`config.mk`:
```
export PLATFORM = sky130hd
export DESIGN_NAME = ifetch_unit
export DESIGN_NICKNAME = d
export VERILOG_FILES = /design/src/rtl/ifetch_unit.sv
export SDC_FILE = /design/constraint.sdc
export NUM_CORES = 1
export LEC_CHECK = 0
export BUFFER_PORTS_ARGS = -buffer_cell sky130_fd_sc_hd__buf_2
export CORE_MARGIN = 2
export CORE_UTILIZATION = 35
export CTS_CLUSTER_SIZE = 16
export DETAILED_ROUTE_END_ITERATION = 10
export PLACE_DENSITY = 0.53
export SLEW_MARGIN = 5
export SYNTH_ARGS = -nofsm -noshare
export SYNTH_HDL_FRONTEND = slang
export SYNTH_SLANG_ARGS = --single-unit
```
`constraint.sdc`:
```
create_clock -name clock -period 3.8 [get_ports clock]
set_input_delay 0.57 -clock clock [delete_from_list [all_inputs] [get_ports clock]]
set_output_delay 0.57 -clock clock [all_outputs]
set_load 0.02 [all_outputs]
```
`src/rtl/ifetch_unit.sv`:
```
// Instruction fetch front end: credit-gated memory requests feeding a small
// in-order instruction buffer that delivers {instruction, PC} pairs to decode.
module ifetch_unit #(
   parameter int DEPTH   = 4,
   parameter int ADDR_W  = 32,
   parameter int INSTR_W = 32
) (
   input  logic                     clock,
   input  logic                     reset,
   input  logic                     I_IFetch,
   input  logic [ADDR_W-1:0]        I_Address,
   input  logic                     I_Flush,
   input  logic                     I_Stall,
   output logic                     O_IMem_Req,
   output logic [ADDR_W-1:0]        O_IMem_Addr,
   input  logic [INSTR_W-1:0]       I_IMem_Data,
   output logic                     O_Valid,
   input  logic                     I_Ready,
   output logic [INSTR_W-1:0]       O_Instr,
   output logic [ADDR_W-1:0]        O_PC,
   output logic                     O_StallReq,
   output logic [$clog2(DEPTH):0]   O_Count
);

   localparam int PW = $clog2(DEPTH);
   localparam int CW = PW + 1;

   logic [CW-1:0]       r_count;
   logic [PW-1:0]       r_wptr;
   logic [PW-1:0]       r_rptr;
   logic                r_inflight;
   logic [ADDR_W-1:0]   r_addr;
   logic [INSTR_W-1:0]  r_instr_mem [DEPTH];
   logic [ADDR_W-1:0]   r_pc_mem    [DEPTH];

   logic [CW:0]         w_used;
   logic                w_credit_ok;
   logic                w_push;
   logic                w_pop;

   // An in-flight request already owns a buffer slot, so it consumes credit.
   assign w_used      = {1'b0, r_count} + (CW+1)'(r_inflight);
   assign w_credit_ok = (w_used < (CW+1)'(DEPTH));

   assign O_StallReq  = ~w_credit_ok | I_Stall;
   assign O_IMem_Req  = I_IFetch & ~I_Flush & ~I_Stall & w_credit_ok;
   assign O_IMem_Addr = I_Address;

   assign O_Valid     = (r_count != '0) & ~I_Stall;
   assign O_Instr     = r_instr_mem[r_rptr];
   assign O_PC        = r_pc_mem[r_rptr];
   assign O_Count     = r_count;

   assign w_push      = r_inflight & ~I_Flush;
   assign w_pop       = O_Valid & I_Ready & ~I_Flush;

   always_ff @(posedge clock or posedge reset) begin
      if (reset) begin
         r_count    <= '0;
         r_wptr     <= '0;
         r_rptr     <= '0;
         r_inflight <= 1'b0;
         r_addr     <= '0;
      end else if (I_Flush) begin
         r_count    <= '0;
         r_wptr     <= '0;
         r_rptr     <= '0;
         r_inflight <= 1'b0;
      end else begin
         r_inflight <= O_IMem_Req;
         if (O_IMem_Req)
            r_addr <= I_Address;
         if (w_push)
            r_wptr <= r_wptr + 1'b1;
         if (w_pop)
            r_rptr <= r_rptr + 1'b1;
         case ({w_push, w_pop})
            2'b10:   r_count <= r_count + 1'b1;
            2'b01:   r_count <= r_count - 1'b1;
            default: r_count <= r_count;
         endcase
      end
   end

   // Storage is unreset; reset clears r_inflight asynchronously, so no stale write lands.
   always_ff @(posedge clock) begin
      if (w_push) begin
         r_instr_mem[r_wptr] <= I_IMem_Data;
         r_pc_mem[r_wptr]    <= r_addr;
      end
   end

endmodule

```
==> results.md, run 1 <==
- Pwr dens: 557 mW/mm²
- DP Wirelength: 11,900 µm
- Yosys warning count: 0
- First-pass GRT wire length: roughly 33,000 µm
- Hold depth: 2
- Placed Area: 0.0123 mm²
- CTS resizes: 0
- Area delta synth->final: 19.7%
- # diodes: 0
- Max-cap violations: 0
- DRT Pass-1 Iters: 4
- Layout cell share with drive strength beyond 1: between 40 and 50%
- Drc violations: 0
- Synth top cells by count: 256 x edfxtp_1, 64 x mux4_2, 40 x dfrtp_1
- Final-stage net count: 729
- Leakage: 4.68 nW
- Worst vdd ir: 0.284 mV
- Synthesized flop and latch total: 296
- Clock Path Buffers: 3
- Seq/Total Area, Yosys: 77.6%
- Largest net degree at the start of global routing: 66
- Rows: 65
- Final min period: 3.04 ns
- Hold Crit Class: primary input to register
- Total gr overflow: 0
- Filler instances: 2,792
- Clock Tree Root: clkbuf_16
- Die width: 183 µm
- Routed wire length: 21,400 µm
- 1st-iter DRT viols: approximately 260
- Ys flop type: edfxtp_1
- Total CTS buffers: 34
- Fmax: approximately 330 MHz
- Area leader, netlist: edfxtp_1
- Drt wl/cell: 19.8 µm
- Share of the synthesized area in the top cell type: just under 70%
- Fin Setup TNS: 0 ns
- Ys async rst share: 13.5%
- Initial Util: 35.5%
- Number of top-level pins: ~170
- Chip height: 183 µm
- Post-synth cell types: 32
- Vias/cell: 4.80
- Total number of vias: 5,194
- Clk pin slew, worst setup/hold paths: ~0.06 ns
- Hold_buf cts: 0
- WP data arrival: between 2 and 2.5 ns
- Pwr Total: ~7.5 mW
- Footprint of the multi-input gates: 0.00214 mm²
- Gpl congestion: 0.693
- Netlist Area Pre-Place: 0.0112 mm²
- Crit path kind: register to primary output
- CTS sink cnt: just under 300
- Final setup viols: 0
- Syn Inst Count: 495
- Worst Setup Start Kind: register
- Post-Layout Inst Area: 0.0134 mm²
- Area contributors post-synth: edfxtp_1 69%, mux4_2 13%, dfrtp_1 8.9%
- Hold violation count in the final report: 0
- Crit path max fanout: 30
- Port Buf Inserts: approximately 170
- Number of global-route vias before repair: 5,682
- Crit end category: primary output
- Syn Nets: 570
- Outcome: finished, final reports clean
- H-tree Lvls: 2
- Post-synth EDFFs: 256
- Worst endpoint required time: 3.23 ns
- Skew-Pair Late Insertion Delay: 0.50 ns
- Die ar.: approximately 0.033 mm²
- Reg2Reg Depth: 2
- Setup Buffers After CTS: 0
- Synth Area per Inst: 22.6 µm²
- Most common cell in the netlist: edfxtp_1
- CTS tree: done
- Total GRT Usage: 13.0%
- Slew @ Worst Pin: 1.08 ns
- Relative slew slack: between 20% and 30%
- RSZ-0062 raised after global routing: no
- Core Box Area: 0.0316 mm²
- Max Slew Vio Count: 0
- Fin crit share: 80.0%
- ANT nets after route: 0
- Initial antenna violation count: 1
- Layout Skew: 0.0194 ns
- Reg area: a little under 0.009 mm²
kinds of logic after synthesis:
| family | share of synthesized area (%) |
|---|---|
| flops | 77.6 |
| mux | 16.2 |
| buf+inv | 3.33 |
| simple gates | 1.25 |
| compound gates | 0.503 |
| xor+xnor | 0.470 |
| fa+ha+maj | 0.626 |
flip-flops by register name, summed over array words and instances (netlist names):
signal / count
r_instr_mem: 128
r_pc_mem: 128
r_addr: 32
O_Count: 3
r_wptr: 2
r_inflight: 1
r_rptr: 2
per-stage QoR:
stage               std cells  hold WS, ns  utilization (%)  setup slack, ns
finish                   1082        0.287             42.5            0.759
global route             1082        0.263             42.5            0.541
CTS                      1082        0.260             42.5            0.634
detailed placement       1020        0.498             38.9             1.19
global placement         1020        0.478             38.9             1.22
floorplan                 495        0.471                -            0.912
final cells by class:
| type | instances | share of cell area (%) |
|---|---|---|
| Clock buffer | 45 | 7.28 |
| Inverter | 6 | 0.168 |
| Multi-Input combinational cell | 141 | 16.0 |
| Tap cell | 402 | 3.75 |
| Sequential cell | 296 | 64.9 |
| Timing Repair Buffer | 175 | 6.70 |
| Clock inverter | 17 | 1.22 |
where the power goes:
part | internal, mW | switching [mW]
combinational | 0.181 | 0.215
sequential | 3.71 | 0.110
clock | 2.01 | 1.23
total | 5.90 | 1.56
placed cells by master, fill, tap and decap left out, types with 2 or more instances in the layout:
cell type,instances
nor3_1,2
buf_2,171
bufinv_16,3
ha_1,4
clkinvlp_4,2
edfxtp_1,256
dfrtp_4,2
xnor2_1,4
and2_4,4
dfrtp_1,38
clkbuf_1,6
clkbuf_16,37
a21oi_1,2
clkinv_2,7
clkinv_1,4
nor2_1,11
mux2_2,4
clkbuf_8,2
mux2_1,28
xor2_1,2
inv_1,5
nor3b_1,2
buf_4,3
mux4_2,64
o21ai_0,2
path summary, 6_finish.rpt:
kind                                        from                           end  slack, ns
hold reg to reg            r_addr[3]$_DFFE_PP0P_      r_pc_mem[0][3]$_DFFE_PP_       0.51
hold / removal                      I_Address[8]         r_addr[8]$_DFFE_PP0P_       0.29
setup reg to reg            r_inflight$_DFF_PP0_  r_instr_mem[3][11]$_DFFE_PP_       1.45
min in group asynchronous                  reset        O_Count[1]$_DFFE_PP0P_       0.30
max in group asynchronous                  reset         r_rptr[1]$_DFFE_PP0P_       2.76
setup / recovery           r_rptr[0]$_DFFE_PP0P_                   O_Instr[15]       0.76
per-layer routing:
metal / global-route usage, % / part of all wire, %
met5: 0 / 0.061
met4: 3.58 / 1.9
met2: 22.0 / 49
met1: 16.7 / 42
met3: 3.44 / 6.3
worst max-delay path: stages (launching register included):
cell,delay (ns)
dfrtp_4,0.87
buf_4,0.38
mux4_2,0.54
buf_2,0.18
(Power assumes the default switching activity.)
==> run 2, diff against run 1 <==
Clock period 3.8 ns to 3.07 ns, I/O delays scaled along.
==> results.md, run 2 (synthesis gave the netlist of run 1 again) <==
- Outcome: finished, final reports clean
- Routed wire length: 22,000 µm (+2.6%)
- Port Buf Inserts: 171 (unchanged)
- Core Box Area: 0.0316 mm² (unchanged)
- Skew-Pair Late Insertion Delay: 0.54 ns (+0.04 ns)
- Hold_buf cts: 0 (unchanged)
- Setup Buffers After CTS: 0 (unchanged)
- Number of global-route vias before repair: 5,666 (-0.28%)
- Drc violations: 0 (unchanged)
- Pwr dens: 657 mW/mm² (+18%)
- Crit end category: primary output
- Reg2Reg Depth: 3 (+1)
- Hold Crit Class: primary input to async pin
- RSZ-0062 raised after global routing: no
- Gpl congestion: 0.712 (+2.7%)
- Drt wl/cell: 20.2 µm (+2.1%)
- Slowest stage delay, CP: 0.75 ns (-0.12 ns)
- Critical Path, Cell by Cell: buf_12, mux4_2, buf_2
- Worst endpoint required time: 2.61 ns (-0.62 ns)
- Max-cap violations: 0 (unchanged)
- Largest regs: r_instr_mem x128, r_pc_mem x128, r_addr x32
- 1st-iter DRT viols: 306 (+17%)
- Crit path buffers/inverters: 2 (unchanged)
- Crit path kind: register to primary output
- Largest net degree at the start of global routing: 41 (-38%)
- Final setup viols: 0 (unchanged)
- Commonest non-fill, non-tap cells in the layout: 256 x edfxtp_1, 171 x buf_2, 64 x mux4_2
- Initial antenna violation count: 1 (unchanged)
- Crit path max fanout: 36 (+20%)
- Total number of vias: 5,284 (+1.7%)
- Clock Path Buffers: 3 (unchanged)
- Worst vdd ir: 0.407 mV (+44%)
- Worst Setup Start Kind: register
- Area delta synth->final: 19.8% (about the same)
- Chip height: 183 µm (unchanged)
- Max Slew Vio Count: 0 (unchanged)
- CP top delay family: flip-flops
- Layout cell share with drive strength beyond 1: 44.8% (+0.26 points)
- Hold violation count in the final report: 0 (unchanged)
- Fin Setup TNS: 0 ns (unchanged)
- Filler instances: 2,811 (+0.68%)
- Clk pin slew, worst setup/hold paths: 0.06 ns (about the same)
- H-tree Lvls: 1 (-1)
- Final min period: 2.67 ns
- Most common cell after layout, fill and taps aside: edfxtp_1
- DRT Pass-1 Iters: 6 (+2)
- Slowest cell on the critical path: dfrtp_4
- Die width: 183 µm (unchanged)
- Die ar.: 0.0334 mm² (unchanged)
- Number of top-level pins: 172 (unchanged)
- Relative slew slack: 51.1% (+23 points)
- WP data arrival: 2.21 ns (-0.26 ns)
- Fmax: 375 MHz
- Initial Util: 35.5% (unchanged)
- First-pass GRT wire length: 33,800 µm (+2.8%)
- Total CTS buffers: 31 (-8.8%)
- Final-stage net count: 736 (+0.96%)
- Total GRT Usage: 13.4% (+0.35 points)
- Vias/cell: 4.86 (+1.2%)
- CTS sink cnt: 296 (unchanged)
- Rows: 65 (unchanged)
- Layout Skew: 0.00991 ns (-0.00945 ns)
- Total gr overflow: 0 (unchanged)
- Clock Tree Root: clkbuf_16
- Pwr Total: 8.81 mW (+18%)
- Fin crit share: about 87%
- Critical path depth: 3 (unchanged)
- Slew @ Worst Pin: 0.733 ns (-0.343 ns)
- CTS resizes: 0 (unchanged)
- Leakage: 4.69 nW (about the same)
- ANT nets after route: 0 (unchanged)
- DP Wirelength: 13,400 µm (+12%)
- CTS tree: done
-- run 2: changes by cell type in the layout (fill, tap and decap cells not counted) --
| cell | delta |
|---|---|
| buf_12 | +6 |
| buf_4 | +4 |
| bufinv_16 | -2 |
| clkbuf_1 | +1 |
| clkbuf_16 | -6 |
| clkbuf_8 | +6 |
| clkinv_2 | -2 |
| clkinvlp_4 | -2 |
| diode_2 | +1 |
-- run 2: cell type report --
class	instances	area [µm²]	share of cell area, %
Clock inverter	11	78.8	0.588
Tap cell	402	503	3.75
Sequential cell	296	8700	64.9
Clock buffer	46	912	6.80
Antenna cell	1	2.50	0.0187
Timing Repair Buffer	185	1050	7.82
Inverter	6	22.5	0.168
Multi-Input combinational cell	141	2140	16.0
-- run 2: worst register-to-register path: stages (launching register included) --
cell and delay (ns):
dfrtp_1 0.64, nor2b_1 0.31, and2_4 0.48, buf_12 0.32
-- run 2: final timing paths --
path                                                     end              startpoint  slack, ns
worst max-delay path                             O_Instr[21]   r_rptr[1]$_DFFE_PP0P_       0.40
worst min-delay path                  O_Count[2]$_DFFE_PP0P_                   reset       0.04
worst max register to register     r_pc_mem[2][17]$_DFFE_PP_    r_inflight$_DFF_PP0_       0.93
worst min register to register     r_pc_mem[0][21]$_DFFE_PP_  r_addr[21]$_DFFE_PP0P_       0.51
max in group asynchronous             r_addr[22]$_DFFE_PP0P_                   reset       2.30
min in group clock              r_instr_mem[2][11]$_DFFE_PP_         I_IMem_Data[11]       0.13
-- run 2: where the power goes --
group / internal [mW] / switching [mW] / total (mW)
Clock: 2.12 / 1.46 / 3.58
Combinational: 0.233 / 0.287 / 0.520
Sequential: 4.59 / 0.124 / 4.71
Total: 6.94 / 1.87 / 8.81
-- run 2: routing by layer --
metal / global-route usage (%) / wire length, µm
met4: 3.17 / 464
met5: 0 / 13
met1: 18.4 / 9980
met2: 21.5 / 10200
met3: 3.30 / 1300
-- run 2: metrics by stage --
stage | instance area [µm²] | hold WS [ns] | instances | util (%) | setup WS, ns
global route | 13400 | 0.0741 | 1087 | 42.5 | 0.292
global placement | 12400 | 0.482 | 1030 | 39.3 | 0.954
floorplan | 11200 | 0.471 | 495 | - | 0.182
finish | 13400 | 0.0400 | 1088 | 42.5 | 0.400
detailed placement | 12400 | 0.499 | 1030 | 39.3 | 0.923
CTS | 13400 | 0.0490 | 1087 | 42.5 | 0.344
==> run 3, diff against run 2 <==
Settings changed: GPL_TIMING_DRIVEN set to 0.
==> results.md, run 3 (synthesis gave the netlist of run 1 again) <==
- Final setup viols: 0 (unchanged)
- Drc violations: 0 (unchanged)
- Gpl congestion: 0.661 (-7.1%)
- # diodes: 0 (-1)
- Filler instances: 2,773 (-1.4%)
- Cell mode on critical path: buf_2
- Die ar.: 0.0334 mm² (unchanged)
- Port Buf Inserts: 170 (-0.58%)
- Max-cap violations: 0 (unchanged)
- Slew @ Worst Pin: 0.722 ns (-0.0104 ns)
- WP data arrival: 2.42 ns (+0.21 ns)
- Chip height: 183 µm (unchanged)
- CTS tree: done
- Hold violation count in the final report: 0 (unchanged)
- Hold_ws: 0.136 ns (+0.0959 ns)
- Clock Tree Root: clkbuf_16
- Slowest stage delay, CP: 0.57 ns (-0.18 ns)
- Worst endpoint required time: 2.61 ns (about the same)
- Number of top-level pins: 172 (unchanged)
- Number of global-route vias before repair: 5,764 (+1.7%)
- Total CTS buffers: 31 (unchanged)
- Worst Setup Start Kind: register
- First-pass GRT wire length: 34,100 µm (+1.0%)
- Most common cell after layout, fill and taps aside: edfxtp_1
- Initial antenna violation count: 1 (unchanged)
- Crit path max fanout: 10 (-72%)
- Final min period: 2.88 ns (+0.208 ns)
- Critical Path, Cell by Cell: buf_2, buf_2, mux4_2, buf_2
- Total GRT Usage: 13.5% (+0.14 points)
- Hold Crit Class: primary input to register
- Max Slew Vio Count: 0 (unchanged)
- Crit end category: primary output
- Clk pin slew, worst setup/hold paths: 0.06 ns (about the same)
- Total number of vias: 5,321 (+0.70%)
- Worst slack at placement: 0.654 ns (-0.269 ns)
- Drt wl/cell: 19.7 µm (-2.7%)
- Relative slew slack: 51.5% (+0.40 points)
- Rows: 65 (unchanged)
- H-tree Lvls: 1 (unchanged)
- Final WS setup: 0.193 ns (-0.208 ns)
- Core Box Area: 0.0316 mm² (unchanged)
- Largest net degree at the start of global routing: 40 (-2.4%)
- Crit path kind: register to primary output
- Vias/cell: 4.72 (-2.9%)
- Flop-to-flop setup slack: 0.70 ns (-0.23 ns)
- Clock Path Buffers: 3 (unchanged)
- CTS sink cnt: 296 (unchanged)
- Pwr dens: 639 mW/mm² (-2.7%)
- Outcome: finished, final reports clean
- Leakage: 4.84 nW (+3.4%)
- DP Wirelength: 13,800 µm (+3.4%)
- Pwr Total: 8.72 mW (-1.0%)
- Total gr overflow: 0 (unchanged)
- Fin Setup TNS: 0 ns (unchanged)
- Worst vdd ir: 0.448 mV (+10%)
- Slowest cell on the critical path: mux4_2
- Setup Buffers After CTS: 0 (unchanged)
- Commonest non-fill, non-tap cells in the layout: 256 x edfxtp_1, 176 x buf_2, 64 x mux4_2
- Largest regs: r_instr_mem x128, r_pc_mem x128, r_addr x32
- ANT nets after route: 0 (unchanged)
- Skew-Pair Late Insertion Delay: 0.54 ns (about the same)
- 1st-iter DRT viols: 228 (-25%)
- DRT Pass-1 Iters: 4 (-2)
- Initial Util: 35.5% (unchanged)
- Die width: 183 µm (unchanged)
- Fmax: 348 MHz (-7.2%)
- Area delta synth->final: 21.9%
- Layout cell share with drive strength beyond 1: 45.9% (+1.1 points)
- RSZ-0062 raised after global routing: no
- Final-stage net count: 779 (+5.8%)
- Layout Skew: 0.00696 ns (-0.00295 ns)
- Routed wire length: 22,200 µm (+0.89%)
- Fin crit share: 93.7% (+6.8 points)
==> run 3: power breakdown <==
part           internal, mW  total [mW]  switching, mW
sequential             4.59        4.70          0.114
clock                  2.03        3.47           1.44
combinational         0.257       0.555          0.298
total                  6.87        8.72           1.85
==> run 3: area by class of cell <==
class	count	area, µm²	share of cell area, %
sequential	296	8690	63.7
multi-input combinational	141	2140	15.7
timing repair buffer	176	991	7.26
clock buffer	39	816	5.98
tap	402	503	3.69
buffer	52	353	2.59
clock inverter	16	126	0.926
inverter	6	22.5	0.165
==> run 3: layer usage <==
metal	part of all wire, %	vias up	GRT usage (%)
met2	50	161	22.9
met3	5.5	29	2.94
li1	-	2398	-
met4	1.9	2	2.98
met1	43	2731	17.9
met5	0.059	-	0
==> run 3: critical path, delay by kind of cell, from the launching register on <==
| kind | cells | cell delay (ns) |
|---|---|---|
| flip-flops | 1 | 0.36 |
| buffers and inverters | 3 | 0.95 |
| multiplexers | 1 | 0.57 |
==> run 3: stage by stage <==
step	utilization (%)	cell area (µm²)	std cells
finish	43.2	13600	1128
global route	43.2	13600	1128
CTS	43.2	13600	1128
detailed placement	40.2	12700	1072
global placement	39.8	12500	1067
floorplan	-	11200	495
==> run 3: worst paths after layout <==
path                                        from                           end  cells after the start
setup / recovery           r_rptr[0]$_DFFE_PP0P_                   O_Instr[26]                      4
hold / removal                   I_IMem_Data[11]  r_instr_mem[0][11]$_DFFE_PP_                      1
setup reg to reg            r_inflight$_DFF_PP0_      r_pc_mem[2][5]$_DFFE_PP_                      4
hold reg to reg            r_addr[0]$_DFFE_PP0P_      r_pc_mem[1][0]$_DFFE_PP_                      0
max in group asynchronous                  reset         r_addr[0]$_DFFE_PP0P_                      4
min in group asynchronous                  reset        r_addr[19]$_DFFE_PP0P_                      3
==> run 3: what timing repair did <==
item	in CTS	in global routing
hold endpoints to repair	19	0
setup endpoints to repair	0	2
gates resized for setup	0	1
hold buffers	1	0
